## src/rtl/uart_tx.sv

```systemverilog
// uart_tx: valid/ready fed UART transmitter.
// Frames LSB-first with optional even parity and 1 or 2 stop bits.
module uart_tx #(
    parameter int CLKS_PER_BIT = 4,
    parameter int DATA_BITS    = 8,
    parameter int PARITY_EN    = 0,
    parameter int STOP_BITS    = 1
) (
    input  logic                 clk,
    input  logic                 reset,
    input  logic [DATA_BITS-1:0] data_in,
    input  logic                 tx_valid,
    output logic                 tx_ready,
    output logic                 tx,
    output logic                 busy
);

    localparam int CW = (CLKS_PER_BIT > 1) ? $clog2(CLKS_PER_BIT) : 1;
    localparam int BW = $clog2(DATA_BITS);

    localparam logic [CW-1:0] CNT_LAST  = CW'(CLKS_PER_BIT - 1);
    localparam logic [BW-1:0] BIT_LAST  = BW'(DATA_BITS - 1);
    localparam logic          STOP_LAST = (STOP_BITS == 2);

    typedef enum logic [2:0] {
        IDLE,
        START,
        DATA,
        PARITY,
        STOP
    } state_t;

    state_t               state_q, state_d;
    logic [CW-1:0]        cnt_q, cnt_d;
    logic [BW-1:0]        bit_q, bit_d;
    logic [DATA_BITS-1:0] shift_q, shift_d;
    logic                 par_q, par_d;
    logic                 stop_q, stop_d;
    logic                 tx_q, tx_d;
    logic                 ready_q, ready_d;
    logic                 busy_q, busy_d;
    logic                 bit_end;

    // Last clock of the current serial bit.
    assign bit_end = (cnt_q == CNT_LAST);

    // Next-state logic; tx is computed one cycle early so it can be a flop.
    always_comb begin
        state_d = state_q;
        cnt_d   = bit_end ? '0 : cnt_q + CW'(1);
        bit_d   = bit_q;
        shift_d = shift_q;
        par_d   = par_q;
        stop_d  = stop_q;
        tx_d    = tx_q;
        ready_d = ready_q;
        busy_d  = busy_q;

        unique case (state_q)
            IDLE: begin
                cnt_d   = '0;
                bit_d   = '0;
                stop_d  = 1'b0;
                tx_d    = 1'b1;
                ready_d = 1'b1;
                busy_d  = 1'b0;
                if (tx_valid && ready_q) begin
                    shift_d = data_in;
                    par_d   = ^data_in;
                    state_d = START;
                    tx_d    = 1'b0;
                    ready_d = 1'b0;
                    busy_d  = 1'b1;
                end
            end

            START: begin
                if (bit_end) begin
                    state_d = DATA;
                    tx_d    = shift_q[0];
                end
            end

            DATA: begin
                if (bit_end) begin
                    shift_d = shift_q >> 1;
                    if (bit_q == BIT_LAST) begin
                        bit_d = '0;
                        if (PARITY_EN != 0) begin
                            state_d = PARITY;
                            tx_d    = par_q;
                        end else begin
                            state_d = STOP;
                            tx_d    = 1'b1;
                        end
                    end else begin
                        bit_d = bit_q + BW'(1);
                        tx_d  = shift_q[1];
                    end
                end
            end

            PARITY: begin
                if (bit_end) begin
                    state_d = STOP;
                    tx_d    = 1'b1;
                end
            end

            STOP: begin
                tx_d = 1'b1;
                if (bit_end) begin
                    if (stop_q == STOP_LAST) begin
                        state_d = IDLE;
                        stop_d  = 1'b0;
                        ready_d = 1'b1;
                        busy_d  = 1'b0;
                    end else begin
                        stop_d = 1'b1;
                    end
                end
            end

            default: begin
                state_d = IDLE;
                cnt_d   = '0;
                bit_d   = '0;
                stop_d  = 1'b0;
                tx_d    = 1'b1;
                ready_d = 1'b1;
                busy_d  = 1'b0;
            end
        endcase
    end

    // State and output registers; reset aborts any frame in flight.
    always_ff @(posedge clk) begin
        if (reset) begin
            state_q <= IDLE;
            cnt_q   <= '0;
            bit_q   <= '0;
            shift_q <= '0;
            par_q   <= 1'b0;
            stop_q  <= 1'b0;
            tx_q    <= 1'b1;
            ready_q <= 1'b1;
            busy_q  <= 1'b0;
        end else begin
            state_q <= state_d;
            cnt_q   <= cnt_d;
            bit_q   <= bit_d;
            shift_q <= shift_d;
            par_q   <= par_d;
            stop_q  <= stop_d;
            tx_q    <= tx_d;
            ready_q <= ready_d;
            busy_q  <= busy_d;
        end
    end

    assign tx       = tx_q;
    assign tx_ready = ready_q;
    assign busy     = busy_q;

endmodule
```

## config.mk

```make
export PLATFORM = sky130hd
export DESIGN_NAME = uart_tx
export DESIGN_NICKNAME = d
export VERILOG_FILES = /design/src/rtl/uart_tx.sv
export SDC_FILE = /design/constraint.sdc
export NUM_CORES = 1
export LEC_CHECK = 0
export CAP_MARGIN = 20
export CORE_ASPECT_RATIO = 1.2
export CORE_MARGIN = 2
export CORE_UTILIZATION = 52
export DETAILED_ROUTE_END_ITERATION = 12
export HOLD_SLACK_MARGIN = 0.08
export PLACE_DENSITY = 0.86
export SLEW_MARGIN = 20
export SYNTH_ARGS = -nofsm -noshare
export SYNTH_HDL_FRONTEND = slang
export SYNTH_SLANG_ARGS = --single-unit
```

## constraint.sdc

```tcl
create_clock -name clk -period 2 [get_ports clk]
set_input_delay 0.3 -clock clk [delete_from_list [all_inputs] [get_ports clk]]
set_output_delay 0.3 -clock clk [all_outputs]
set_load 0.01 [all_outputs]
```

Word-level counts from Yosys, hierarchy flattened
Index checks and enable logic that the tools add are counted.
Word-level totals
  flip-flop bits (word level): 20
  latch bits: 0
  memory bits (writable): 0
  memory bits (read-only): 0
  bits of input ports: 11
  word-level logic and storage cells: 69
  memories kept: 0
Operators by class
  add/sub/neg operators: 2
  multiply operators: 0
  divide/modulo/power cells: 0
  $lt $le $gt $ge: 0
  equality and inequality tests: 13
  shift operators: 0
  muxes and demuxes: 30
  bitwise logic cells: 3
  reductions and logical operators: 13
Operator list (count)
  two-way mux 3 bit: 9
  two-way mux 8 bit: 2
  case mux 8 bit (2 select lines): 1
  case mux 3 bit (5 select lines): 1
  inequality test 2 bit (second input constant): 7
  two-way mux 1 bit: 12
  AND reduction 3 bit: 3
  OR reduction 3 bit: 3
  AND reduction 7 bit: 1
  == test 3 x 2 -> 1 bit (second input constant): 2
  == test 3 bit (second input constant): 2
  case mux 1 bit (3 select lines): 2
  case mux 3 bit (2 select lines): 1
  case mux 1 bit (4 select lines): 1
  AND reduction 2 bit: 2
  OR reduction 4 bit: 1
  adder 3 x 1 -> 3 bit (second input constant): 1
  == test 3 x 1 -> 1 bit (second input constant): 1
  zero test 3 bit: 1
  NOT 1 bit: 3
  adder 2 x 1 -> 2 bit (second input constant): 1
  == test 2 bit (second input constant): 1
  case mux 1 bit (2 select lines): 1
  nonzero test 2 bit: 1
  logical AND 1 bit: 1

Longest topological paths before layout
  depth in word-level cells: 4
  mapped depth: 7

Least setup slack after synthesis
Ideal clock, no wire load.
  path type: register to register
  start point: register cnt_q[0]
  end point: register shift_q[0]
  setup time: 0.079 ns
  data arrival time: 1.384 ns
  required time: 1.921 ns
  setup slack: 0.537 ns
  stages on the path, launching flop included: 8
  clock period less this slack: 1.463 ns
  cell sequence: dfxtp_1 -> ha_1 -> clkbuf_2 -> nand2_1 -> a211oi_4 -> buf_6 -> nor2_1 -> a211oi_2
On the way
  word-level cells in the longest chain between the ends: 3
RTL lines
  start, declared: RTL line 34  | logic [CW-1:0] cnt_q, cnt_d;
  start signal, assigned: RTL line 150  | cnt_q <= cnt_d;
  == test 2 bit: RTL line 45  | assign bit_end = (cnt_q == CNT_LAST);
  inequality test 2 bit (no line)
  AND reduction 3 bit (no line)
  end signal, assigned: RTL line 152  | shift_q <= shift_d;
  end, declared: RTL line 36  | logic [DATA_BITS-1:0] shift_q, shift_d;
Every way passes these cells.
A chain may end at the register's enable or synchronous reset.

Worst setup path in the final report
  start point: register cnt_q[0]
  end point: register shift_q[4]
Same word-level chain as after synthesis.

==> metrics.cfg <==
[cts]
cts_setup_buffers=0
cts_sinks=20
cts_tree=done
cts_root_buffer=clkbuf_4
clk_pin_slew_ps=110
postCtsResizedCells=0
postCtsHoldBufs=0
numCtsBuffers=3
clock_latency_ps=310
htreeDepth=1
clk_path_buf_depth=2

[finish]
area_growth_pct=16.7
final_nets=128
nFillCells=162
drive_gt1_share_pct=12.4
num_antenna_cells=0
finish.utilization_pct=63.3

[sta]
min_period_ps=1640
setup_viol=0
slew_violations=0
fmax_mhz=608
worst_pin_slew_ps=395
fin_crit_sh_pct=82.2
timing.hold.ws_ps=451
slew_headroom_pct=73.7
rsz0062_at_grt=no
hold_viol=0
clock_skew_ps=0.853
fin_tns_setup_ps=0

[synthesis]
synth_top_cell_area_share_pct=40.9
synthArstFlopShare_pct=0
synth.area.top_cells=dfxtp_1 (41%), mux2i_1 (8.2%), nor2_1 (4.6%)
synthesis.area_um2=980
synth-seq-cells=20
synth_nets=115
synth_edf_count=0
avgSynthCellArea_um2=9.70
yosys.area.top_type=dfxtp_1
ys.flop_type=dfxtp_1
yosys_warnings=0
syn_inst=101
synth-seq-area-share_pct=40.9
synthDistinctLibCells=36

[floorplanning]
start_util_pct=54.2
io_pins=14
core_um2=1810
rows=17
die-area_um2=2250
die_w_um=43.6
fp.dieH_um=51.6

[worst_hold_path]
hold_path.class=flop to flop
hold_path_depth=1

[detailed_routing]
drt_wl_total_um=1810
drt_iter0_markers=10
vias=762
wl_per_cell_um=13.7
drtPass1Iterations=4
drtAntennaViolNets=0
avgViaCountPerCell=5.77
route.detailed.drc=0

[run_status]
run_status=complete, no violations

[placed_design]
dp_hpwl_um=1340
place.gp.congestion=0.826
io_buffer_count=13

[worst_setup_path]
reg2regPathDepth=6
crit_slowest_cell=dfxtp_1
cp_max_fo=15
crit_family=compound AO/OA/AOI/OAI gates
crit_type=flop to flop
crit_path_end_kind=flop
cp_num_buf_inv=1
crit_arrival_ps=1880
cp.depth=6
cp_cell_sequence=ha_1 -> nand2_1 -> a211oi_4 -> buf_4 -> nor2_1 -> a211oi_1
max_stage_delay_ps=350
worstSetupStartpointType=flop
cp.required_ps=2230

[power_and_ir_drop]
power_density_nw_per_um2=727
p_leak_nw=0.428
ir_drop_uv=619

[global_routing]
overflow=0
grt_pass1_vias=753
track_usage_pct=18.8
antenna_found_initial=0
grt_max_degree=19
grt_pass1_wl_um=3130

[flow_run]
drv_cap=0

[cell families after synthesis]
logic type | count (synthesis) | synth area share, %
buffers and inverters | 10 | 5.75
multiplexers | 8 | 8.17
AO/OA/AOI/OAI | 25 | 20.9
AND/OR/NAND/NOR | 34 | 19.5
XOR/XNOR | 1 | 0.894
flip-flops | 20 | 40.9
adder cells (fa/ha/maj) | 3 | 3.83
[cells in the mapped netlist (2+ instances only)]
cell type,n
a32o_1,2
nor2_1,12
buf_2,2
ha_1,3
a211oi_1,4
nand3_1,3
dfxtp_1,20
buf_6,2
clkbuf_1,3
nand2_1,3
nor3_1,2
mux2i_1,8
nand2b_1,3
a22o_1,2
inv_1,2
a21oi_1,4
o21ai_0,5
a211oi_2,3
[layer usage]
layer,GRT usage (%),wire length [um]
met1,22.5,802
met4,11.1,38
met5,0,0
met2,30.4,896
met3,4.17,76
[final timing paths]
path	startpoint	endpoint	slack (ps)
worst max-delay path	cnt_q[0]$_SDFF_PP0_	shift_q[4]$_SDFFE_PP0P_	360
worst min-delay path	cnt_q[0]$_SDFF_PP0_	cnt_q[0]$_SDFF_PP0_	450
worst max register to register	cnt_q[0]$_SDFF_PP0_	shift_q[4]$_SDFFE_PP0P_	360
worst min register to register	cnt_q[0]$_SDFF_PP0_	cnt_q[0]$_SDFF_PP0_	450
[power breakdown]
group	switching [W]	total [W]	internal, W
sequential	0.0000235	0.000451	0.000427
combinational	0.0000677	0.000141	0.0000732
clock	0.000128	0.000239	0.000111
total	0.000219	0.000831	0.000612
[per-stage QoR]
stage / cell area (um2) / power [W] / std cells / setup WS (ps)
after global routing: 1140 / 0.000875 / 132 / 122
after global placement: 1110 / 0.000594 / 128 / 286
after floorplan: 980 / 0.000551 / 101 / 537
after CTS: 1140 / 0.000840 / 132 / 332
final: 1140 / 0.000831 / 132 / 356
after detailed placement: 1110 / 0.000601 / 128 / 271
[cell type report]
| type | instances | area (um2) | area share, % |
|---|---|---|---|
| well taps | 19 | 23.8 | 2.08 |
| multi-input cells | 71 | 523 | 45.7 |
| repair buffers | 16 | 153 | 13.3 |
| inverters | 2 | 7.51 | 0.656 |
| clock buffers | 4 | 36.3 | 3.17 |
| flip-flops and latches | 20 | 400 | 35.0 |
[layout by cell type (no fill, tap or decap), types with 2 or more instances in the layout]
cell type / n
a211oi_1: 4
a211oi_2: 3
a21oi_1: 4
a22o_1: 2
a32o_1: 2
buf_4: 3
clkbuf_4: 3
clkdlybuf4s50_1: 13
dfxtp_1: 20
ha_1: 3
inv_1: 2
mux2i_1: 8
nand2_1: 3
nand2b_1: 3
nand3_1: 3
nor2_1: 12
nor3_1: 2
o21ai_0: 5
[sequential cells by signal, summed over array words and instances (netlist names)]
signal and count:
stop_q 1, cnt_q 2, shift_q 8, tx 1, bit_q 3, busy 1, state_q 3, tx_ready 1
No activity file was read; power rests on OpenSTA's default activity.
